[src/rtl/program_sequencer.sv]
// program_sequencer
//   Program counter for the 8b computer: increment with configurable wrap,
//   absolute jump, flag-conditional jump and a hardware return-address stack
//   for CALL/RET. One action is taken per rising edge. Priority order is
//   RET > CALL > J > JR > (JC & cond) > CE > hold. JR is present only when
//   REL_JUMP_EN is defined.
//
//   Optional feature macro: REL_JUMP_EN
//     Adds input JR. JR adds bus to PC, treating bus as a two's-complement
//     offset. The result is truncated to PC_WIDTH bits, and no MAX_ADDR wrap
//     is applied.
//
//   Parameters
//     PC_WIDTH     width of PC, bus and stack entries
//     MAX_ADDR     highest address reached by CE; a CE at or above it wraps to 0
//     STACK_DEPTH  number of return-address entries (>= 1)
//
//   Ports
//     clk          system clock, rising edge
//     rst          synchronous active-high reset
//     CE           increment PC
//     J            unconditional jump, PC <= bus
//     JC, cond     conditional jump, taken only when cond = 1
//     CALL         push PC, then PC <= bus
//     RET          pop top of stack into PC
//     bus          jump/call target (or relative offset for JR)
//     JR           relative jump (REL_JUMP_EN only)
//     PC           registered program counter
//     sp           number of valid stack entries
//     stack_full   sp == STACK_DEPTH
//     stack_empty  sp == 0
//     ovf          sticky: CALL attempted while full
//     unf          sticky: RET attempted while empty
module program_sequencer #(
  parameter int unsigned PC_WIDTH    = 8,
  parameter int unsigned MAX_ADDR    = 15,
  parameter int unsigned STACK_DEPTH = 4,
  localparam int unsigned SP_W       = $clog2(STACK_DEPTH + 1)
) (
  input  logic                clk,
  input  logic                rst,
  input  logic                CE,
  input  logic                J,
  input  logic                JC,
  input  logic                cond,
  input  logic                CALL,
  input  logic                RET,
  input  logic [PC_WIDTH-1:0] bus,
`ifdef REL_JUMP_EN
  input  logic                JR,
`endif
  output logic [PC_WIDTH-1:0] PC,
  output logic [SP_W-1:0]     sp,
  output logic                stack_full,
  output logic                stack_empty,
  output logic                ovf,
  output logic                unf
);

  // Sized to the full sp range so sp indexes it without width adaptation;
  // entries at or above STACK_DEPTH are never written or read.
  logic [PC_WIDTH-1:0] stack [2**SP_W];

  logic [PC_WIDTH-1:0] pc_nxt;
  logic [SP_W-1:0]     sp_nxt;
  logic                ovf_nxt;
  logic                unf_nxt;
  logic                push;
  logic [PC_WIDTH-1:0] stack_top;

  // Unsigned increment with wrap: anything at or above MAX_ADDR returns to 0,
  // including a PC that was loaded beyond MAX_ADDR by a jump.
  function automatic logic [PC_WIDTH-1:0] inc_wrap(input logic [PC_WIDTH-1:0] v);
    return (v >= PC_WIDTH'(MAX_ADDR)) ? '0 : v + PC_WIDTH'(1);
  endfunction

`ifdef REL_JUMP_EN
  // Two's-complement add; the carry out is discarded so the result wraps
  // modulo 2**PC_WIDTH rather than at MAX_ADDR.
  function automatic logic [PC_WIDTH-1:0] rel_target(input logic [PC_WIDTH-1:0] base,
                                                     input logic [PC_WIDTH-1:0] off);
    logic signed [PC_WIDTH-1:0] soff;
    logic signed [PC_WIDTH-1:0] sbase;
    soff  = $signed(off);
    sbase = $signed(base);
    return $unsigned(sbase + soff);
  endfunction
`endif

  assign stack_full  = (sp == SP_W'(STACK_DEPTH));
  assign stack_empty = (sp == '0);
  assign stack_top   = stack[sp - SP_W'(1)];

  always_comb begin
    pc_nxt  = PC;
    sp_nxt  = sp;
    ovf_nxt = ovf;
    unf_nxt = unf;
    push    = 1'b0;
    // A rejected RET/CALL still owns the edge; lower strobes are ignored.
    if (RET) begin
      if (stack_empty) begin
        unf_nxt = 1'b1;
      end else begin
        pc_nxt = stack_top;
        sp_nxt = sp - SP_W'(1);
      end
    end else if (CALL) begin
      if (stack_full) begin
        ovf_nxt = 1'b1;
      end else begin
        push   = 1'b1;
        pc_nxt = bus;
        sp_nxt = sp + SP_W'(1);
      end
    end else if (J) begin
      pc_nxt = bus;
`ifdef REL_JUMP_EN
    end else if (JR) begin
      pc_nxt = rel_target(PC, bus);
`endif
    end else if (JC && cond) begin
      pc_nxt = bus;
    end else if (CE) begin
      pc_nxt = inc_wrap(PC);
    end
  end

  // Registered control state; all updates appear one cycle after the strobe.
  always_ff @(posedge clk) begin
    if (rst) begin
      PC  <= '0;
      sp  <= '0;
      ovf <= 1'b0;
      unf <= 1'b0;
    end else begin
      PC  <= pc_nxt;
      sp  <= sp_nxt;
      ovf <= ovf_nxt;
      unf <= unf_nxt;
    end
  end

  // Return-address storage: data only, never reset. The pushed value is the
  // current PC, which already points past the CALL.
  always_ff @(posedge clk) begin
    if (push && !rst) begin
      stack[sp] <= PC;
    end
  end

endmodule

[config.mk]
export PLATFORM = sky130hd
export DESIGN_NAME = program_sequencer
export DESIGN_NICKNAME = d
export VERILOG_FILES = /design/src/rtl/program_sequencer.sv
export SDC_FILE = /design/constraint.sdc
export NUM_CORES = 1
export LEC_CHECK = 0
export ABC_AREA = 1
export ABC_CLOCK_PERIOD_IN_PS = 3000
export CAP_MARGIN = 40
export CORE_ASPECT_RATIO = 1.2
export CORE_MARGIN = 1
export CORE_UTILIZATION = 45
export CTS_CLUSTER_SIZE = 12
export DETAILED_ROUTE_END_ITERATION = 12
export PLACE_DENSITY_LB_ADDON = 0.05
export SLEW_MARGIN = 0
export SYNTH_ARGS = -nofsm -noshare
export SYNTH_HDL_FRONTEND = slang
export SYNTH_SLANG_ARGS = --single-unit
[constraint.sdc]
create_clock -name clk -period 3 [get_ports clk]
set_input_delay 0.9 -clock clk [delete_from_list [all_inputs] [get_ports clk]]
set_output_delay 0.9 -clock clk [all_outputs]
set_load 0.03 [all_outputs]
Yosys cells after proc, flatten, opt, wreduce, memory -nomap -nowiden
Memory sizes are Yosys's and may differ from the RTL's.
Index checks and enable logic that the tools add are counted.

word-level totals
  input bits = 16
  RAM bits = 64
  bits in registers = 13
  memories kept = 1
  word-level logic and storage cells = 41
  output and inout bits = 15

memory list
  name   words  bits a word  rd ports  clocked after memory_dff  wr ports  RTL line  text
  stack  8      8            1         0                         1         62        logic [PC_WIDTH-1:0] stack [2**SP_W];

cells by class
  equal/unequal tests = 4
  order comparisons = 1
  reduce and logical (&&, ||, !) cells = 10
  bitwise logic cells = 1
  $add $sub $neg = 3
  multiplexer cells = 17

operators by type and width
  kind                   count
  $mux W8                8
  $mux W3                4
  $reduce_and A3 Y1      3
  $add A8 B1 Y8 const B  1
  $ge A8 B4 Y1 const B   1
  $mux W1                5
  $reduce_bool A5 Y1     1
  $ne A2 B2 Y1 const B   2
  $add A3 B1 Y3 const B  1
  $eq A3 B3 Y1 const B   1
  $logic_not A3 Y1       1
  $ne A3 B3 Y1 const B   1
  $sub A3 B1 Y3 const B  1
  $logic_and A1 B1 Y1    2
  $reduce_and A2 Y1      1
  $reduce_bool A2 Y1     1
  $logic_not A1 Y1       1
  $not A1 Y1             1

Logic depth before layout (Yosys ltp)
Gate-level depths: netlist of the first run.

  depth in word-level cells = 7
  gate-level depth with buffers = 13
  mapped depth without buffers = 10

Worst setup path before layout of the first run
OpenSTA, ideal clock, no wires.

  path kind = register -> register
  start point = register sp[0]
  end point = memory stack[1][0] (enable)
  path slack = 0.428 ns
  cell stages (with the launch flop) = 10
  buffers on the path = 2
  arrival = 2.189 ns
  period minus slack after synthesis = 2.572 ns
  library setup time = 0.383 ns
  required time = 2.617 ns
  cell sequence = dfxtp_1 -> buf_6 -> inv_4 -> buf_4 -> ha_1 -> nand2_1 -> nand3_2 -> nor2_2 -> nand2_1 -> nor3_1

on the way
  word-level cells in the longest chain between the ends = 7

RTL lines
  element                        RTL line  text
  from (decl)                    53        output logic [SP_W-1:0] sp,
  from (signal assigned)         138       sp <= sp_nxt;
  $eq A3 B3 Y1                   90        assign stack_full = (sp == SP_W'(STACK_DEPTH));
  $mux W1                        109       if (stack_full) begin
  $mux W1                        108       end else if (CALL) begin
  $mux W1                        101       if (RET) begin
  $logic_and A1 B1 Y1            147       if (push && !rst) begin
  $mux W1                        147
  $mux W1 (not written as such)  148       stack[sp] <= PC;
  to (decl)                      62

Several ways; a longest one is shown, not always the timed one.

Worst setup path after layout of the first run
  start point = register sp[0]
  end point = output sp[0]

No word-level cell between the ends.

==> flow_summary.json, run 1 <==
{
  "tns_ns": 0,
  "clk_path_buf_depth": 2,
  "grt_start_max_net_pins": 39,
  "path_clk_slew_ns": 0.08,
  "grt_setup_unrepaired": "false",
  "gp_congestion": 0.770,
  "drcViolationCount": 0,
  "fin_area_um2": 4250,
  "dp_hpwl_mm": 5.81,
  "wl_met2_mm": 4.00,
  "top_layer": "met4",
  "synthCells": 344,
  "postCtsSetupBuffers": 0,
  "viasPerCell": 5.05,
  "wl_met3_um": 359,
  "cts_tree": "yes",
  "dieArea_um2": 8200,
  "hold_path.class": "flop to flop",
  "worstPathArrival_ns": 1.89,
  "p_per_area_nw_per_um2": 735,
  "dr.pass1.iters": 4,
  "final_max_slew_viol_count": 0,
  "run_status": "finished clean",
  "cts_root_buf": "clkbuf_8",
  "min_delay_path_depth": 2,
  "synth_seq_cells": 77,
  "final_nets": 417,
  "first_global_vias": 2487,
  "synth_edf_count": 64,
  "max_cap_viol_count": 0,
  "worstMarginPinSlew_ns": 0.527,
  "hold_end": "unf",
  "diodes": 0,
  "min_period_ns": 2.79,
  "relSlewSlack_pct": 64.8,
  "fillers": 679,
  "syn_to_final_growth_pct": 20.4,
  "crit_path_start_kind": "flop",
  "start_util_pct": 46.3,
  "track_usage_pct": 21.7,
  "place_area_um2": 4020,
  "die_w_um": 82.8,
  "peakVddDrop_v": 0.000426,
  "required_ns": 2.10,
  "cts_buffers": 9,
  "maxClockFrequency_mhz": 359,
  "syn_area_per_cell_um2": 10.3,
  "first_iter_violations": 153,
  "htreeDepth": 3,
  "r2r_slack_ns": 0.92,
  "path_class": "flop to output pin",
  "fin_crit_sh_pct": 92.9,
  "yosysSeqAreaShare_pct": 61.9,
  "syn_area_um2": 3530,
  "postRouteAntennaNets": 0,
  "setup_viol": 0,
  "timing.final.hold_violations": 0,
  "overflow": 0,
  "core.rowCount": 35,
  "dr_total_vias": 2497,
  "endpoint_kind": "output pin",
  "die_h_um": 99.0,
  "insertion_delay_ns": 0.35,
  "wire_per_inst_um": 16.5,
  "synth_cell_types": 32,
  "reg2reg_from": "sp[1]",
  "crit_fanout": 38,
  "reg2reg_depth": 8,
  "met1_length_mm": 3.64,
  "core_um2": 7620,
  "io_buffers": 30,
  "r2r-end": "stack[4][7]",
  "num_io_pins": 31,
  "grt_pass1_wl_mm": 13.1,
  "syn_nets": 364,
  "fin_skew_ns": 0.00708,
  "synth-warning-count": 0,
  "final_layout_size_suffix_gt1_share_pct": 15.4,
  "clock-sinks": 77,
  "synthArstFlopShare_pct": 0,
  "worstHoldStart": "unf",
  "p_leak_nw": 1.70,
  "synth_ff_type": "edfxtp_1",
  "grt_antenna_before_repair": 0,
  "routed_wl_mm": 8.15
}
-- registers in the layout, indices dropped and copies added (netlist names) --
signal and count:
unf 1, ovf 1, stack 64, sp 3
PC 8
-- critical path, cell delays in order (launching register included) --
cell	delay, ns
dfxtp_1	0.38
buf_4	0.39
clkdlybuf4s50_1	0.77
-- area by class of cell --
cell class | instances | area, um2 | share of cell area (%)
Sequential cell | 77 | 2180 | 51.4
Clock inverter | 7 | 97.6 | 2.30
Clock buffer | 9 | 124 | 2.92
Tap cell | 92 | 115 | 2.71
Inverter | 26 | 110 | 2.59
Multi-Input combinational cell | 228 | 1130 | 26.5
Timing Repair Buffer | 55 | 493 | 11.6
-- logic make-up after synthesis --
family | share of synthesized area (%)
AOI/OAI and AO/OA | 6.85
xor gates and xnor gates | 1.17
adders and majority gates | 1.42
buffers and inverters | 6.21
DFF | 61.9
and+or+nand+nor | 22.5
-- where the power goes --
group / internal [mW] / switching (mW)
registers: 1.27 / 0.0415
clock network: 0.472 / 0.394
logic: 0.328 / 0.620
total: 2.06 / 1.06
-- worst max-delay path by stage --
stage / startpoint / endpoint / slack (ns)
final: sp[0] / sp[0] / 0.21
after global routing: sp[0] / sp[0] / 0.11
after CTS: sp[1] / stack_empty / 0.08
after detailed placement: RET / stack[4][3] / 0.33
after global placement: RET / stack[4][6] / 0.38
after floorplan: sp[0] / stack[1][0] / 0.43
-- metal layers --
layer | GRT usage [%] | up-vias
met2 | 36.2 | 60
met4 | 8.09 | 0
met1 | 27.4 | 1168
met3 | 5.44 | 11
li1 | - | 1258
met5 | 0 | -
-- repair_timing --
item / 4_1_cts / 5_1_grt
gates resized for setup: 0 / 2
hold buffers: 0 / 0
setup endpoints to repair: 0 / 2
-- cells in the mapped netlist, types with 2 or more instances --
cell type | number | area [um2]
buf_6 | 5 | 56.3
nand3_1 | 31 | 155
inv_1 | 20 | 75.1
buf_4 | 5 | 37.5
nor2_1 | 62 | 233
ha_1 | 4 | 50.1
nand2_1 | 72 | 270
o21ai_0 | 6 | 30.0
edfxtp_1 | 64 | 1920
a21oi_1 | 9 | 45.0
dfxtp_1 | 13 | 260
inv_2 | 3 | 11.3
nor2_2 | 2 | 12.5
nor3_1 | 2 | 10.0
nand3_2 | 3 | 30.0
buf_2 | 3 | 15.0
inv_4 | 2 | 12.5
o21ai_1 | 24 | 120
-- stage by stage --
| stage | util [%] | setup slack [ns] | power, mW | instances | hold slack [ns] |
|---|---|---|---|---|---|
| 2_1_floorplan | - | 0.428 | 1.97 | 344 | 0.575 |
| 3_3_place_gp | 52.8 | 0.378 | 2.28 | 478 | 0.445 |
| 3_5_place_dp | 52.8 | 0.334 | 2.29 | 478 | 0.449 |
| 4_1_cts | 55.7 | 0.0845 | 3.15 | 494 | 0.464 |
| 5_1_grt | 55.7 | 0.113 | 3.29 | 494 | 0.489 |
| 6_report | 55.7 | 0.214 | 3.12 | 494 | 0.460 |
-- placed cells by master (no fill, tap or decap), types with 4 or more instances in the layout --
cell type / instances
nor2_1: 62
clkbuf_8: 9
dfxtp_1: 13
clkdlybuf4s50_1: 28
a21oi_1: 9
buf_4: 25
nand3_1: 31
o21ai_1: 24
edfxtp_1: 64
o21ai_0: 6
ha_1: 4
inv_1: 20
nand2_1: 72
No activity file was read; power rests on OpenSTA's default activity.
==> run 2, diff against run 1 <==
--- a/config.mk
+++ b/config.mk
@@ -6,11 +6,12 @@
 export NUM_CORES = 1
 export LEC_CHECK = 0
 export ABC_AREA = 1
-export ABC_CLOCK_PERIOD_IN_PS = 3000
+export ABC_CLOCK_PERIOD_IN_PS = 3500
 export CAP_MARGIN = 40
 export CORE_ASPECT_RATIO = 1.2
 export CORE_MARGIN = 1
 export CORE_UTILIZATION = 45
+export CTS_BUF_LIST = sky130_fd_sc_hd__clkbuf_4 sky130_fd_sc_hd__clkbuf_8
 export CTS_CLUSTER_SIZE = 12
 export DETAILED_ROUTE_END_ITERATION = 12
 export PLACE_DENSITY_LB_ADDON = 0.05
==> constraint.sdc (replaced) <==
create_clock -name clk -period 3.5 [get_ports clk]
set_input_delay 1.05 -clock clk [delete_from_list [all_inputs] [get_ports clk]]
set_output_delay 1.05 -clock clk [all_outputs]
set_load 0.03 [all_outputs]
==> flow_summary.json, run 2 (same netlist as run 1, synthesis figures left out) <==
{
  "gp_congestion": 0.799,
  "diodes": 0,
  "worstMarginPinSlew_ns": 0.488,
  "place_area_um2": 4000,
  "grt_setup_unrepaired": "false",
  "core.rowCount": 35,
  "endpoint_kind": "output pin",
  "setup_viol": 0,
  "drcViolationCount": 0,
  "final_nets": 414,
  "die_w_um": 82.8,
  "cts_tree": "yes",
  "routed_wl_mm": 8.80,
  "cts_buffers": 9,
  "postRouteAntennaNets": 0,
  "largest_register_ffs": 64,
  "wire_per_inst_um": 17.9,
  "timing.final.hold_violations": 0,
  "relSlewSlack_pct": 67.5,
  "reg2reg_from": "sp[1]",
  "ctsResizeCount": 0,
  "core_um2": 7620,
  "crit_fanout": 8,
  "dr_total_vias": 2542,
  "grt_antenna_before_repair": 0,
  "fin_skew_ns": 0.00801,
  "hold_path.class": "flop to flop",
  "final_max_slew_viol_count": 0,
  "cts_root_buf": "clkbuf_8",
  "postCtsHoldBufs": 0,
  "r2r_slack_ns": 1.21,
  "clock-sinks": 77,
  "peakVddDrop_v": 0.000321,
  "max_stage_delay_ns": 0.66,
  "largestRegisters": "stack: 64 flops, PC: 8 flops, sp: 3 flops",
  "p_leak_nw": 1.63,
  "crit_path_start_kind": "flop",
  "dp_hpwl_mm": 6.08,
  "required_ns": 2.45,
  "r2r-end": "PC[4]",
  "final_common_cell": "nand2_1",
  "clk_path_buf_depth": 2,
  "grt_start_max_net_pins": 39,
  "die_h_um": 99.0,
  "start_util_pct": 46.3,
  "maxClockFrequency_mhz": 327,
  "power.total_mw": 2.56,
  "first_global_vias": 2485,
  "first_iter_violations": 154,
  "p_per_area_nw_per_um2": 615,
  "final_layout_size_suffix_gt1_share_pct": 14.3,
  "layout.cells.non_filler": 491,
  "overflow": 0,
  "path_cells": "inv_1, ha_1, nand2_1, inv_2, clkdlybuf4s50_1",
  "tns_ns": 0,
  "num_io_pins": 31,
  "largest-register": "stack",
  "io_buffers": 30,
  "worstPathArrival_ns": 2.01,
  "min_period_ns": 3.06,
  "viasPerCell": 5.18,
  "most-common-layout-cells": "72 x nand2_1, 64 x edfxtp_1, 62 x nor2_1",
  "critPathSlowestCell": "clkdlybuf4s50_1",
  "track_usage_pct": 23.1,
  "max_cap_viol_count": 0,
  "dp.cells": 475,
  "fillers": 710,
  "crit_path_end": "stack_empty",
  "postCtsSetupBuffers": 0,
  "htreeDepth": 3,
  "dr.pass1.iters": 4,
  "run_status": "finished clean",
  "insertion_delay_ns": 0.34,
  "path_clk_slew_ns": 0.08,
  "fin_area_um2": 4170,
  "fin_crit_sh_pct": 87.4,
  "path_class": "flop to output pin",
  "dieArea_um2": 8200,
  "reg2reg_depth": 11,
  "cp-startpoint": "sp[1]",
  "grt_pass1_wl_mm": 13.8,
  "syn_to_final_growth_pct": 18.3
}
==> run 2: cell count changes in the layout (fill, tap and decap cells not counted), sizes merged <==
cell | before | now
buf | 25 | 22
bufinv | 2 | 0
clkdlybuf4s50 | 28 | 30
clkinv | 1 | 3
dlymetal6s2s | 2 | 0
==> run 2: power by group <==
part	total [mW]	leakage (nW)	switching (mW)	internal, mW
combinational	0.856	0.855	0.571	0.285
clock	0.594	0.0813	0.335	0.259
sequential	1.11	0.695	0.0303	1.08
total	2.56	1.63	0.937	1.63
==> run 2: how the worst min path moves through the flow <==
stage / slack, ns / endpoint / cells past startpoint / start
after CTS: 0.46 / unf / 2 / unf
after global routing: 0.48 / unf / 2 / unf
after detailed placement: 0.45 / unf / 2 / unf
final: 0.46 / unf / 2 / unf
after global placement: 0.45 / unf / 2 / unf
after floorplan: 0.57 / unf / 2 / unf
==> run 2: through the flow <==
step / hold WS (ns) / utilization, % / setup WS (ns)
2_1_floorplan: 0.575 / - / 0.922
3_3_place_gp: 0.445 / 52.5 / 0.745
3_5_place_dp: 0.450 / 52.5 / 0.726
4_1_cts: 0.464 / 54.7 / 0.433
5_1_grt: 0.484 / 54.7 / 0.326
6_report: 0.457 / 54.7 / 0.442
==> run 2: metal layers <==
layer  global-route usage (%)  routed length [um]  up-vias
met4                     9.68                 144        0
li1                         -                   -     1253
met5                        0                   0        -
met3                     4.10                 366        6
met1                     28.8                3750     1220
met2                     39.5                4530       63
==> run 2: final cells by class <==
cell class,count,area [um2],share of cell area [%]
sequential,77,2180,52.3
multi-input combinational,228,1130,27.0
timing repair buffer,52,465,11.2
clock buffer,9,124,2.97
tap,92,115,2.76
inverter,26,110,2.64
clock inverter,7,48.8,1.17
==> run 2: worst max-delay path, delay by kind of cell, from the launching register on <==
kind	cells	cell delay, ns
flip-flops	1	0.40
AND/OR/NAND/NOR	1	0.10
buffers and inverters	3	0.88
adder cells (fa/ha/maj)	1	0.29
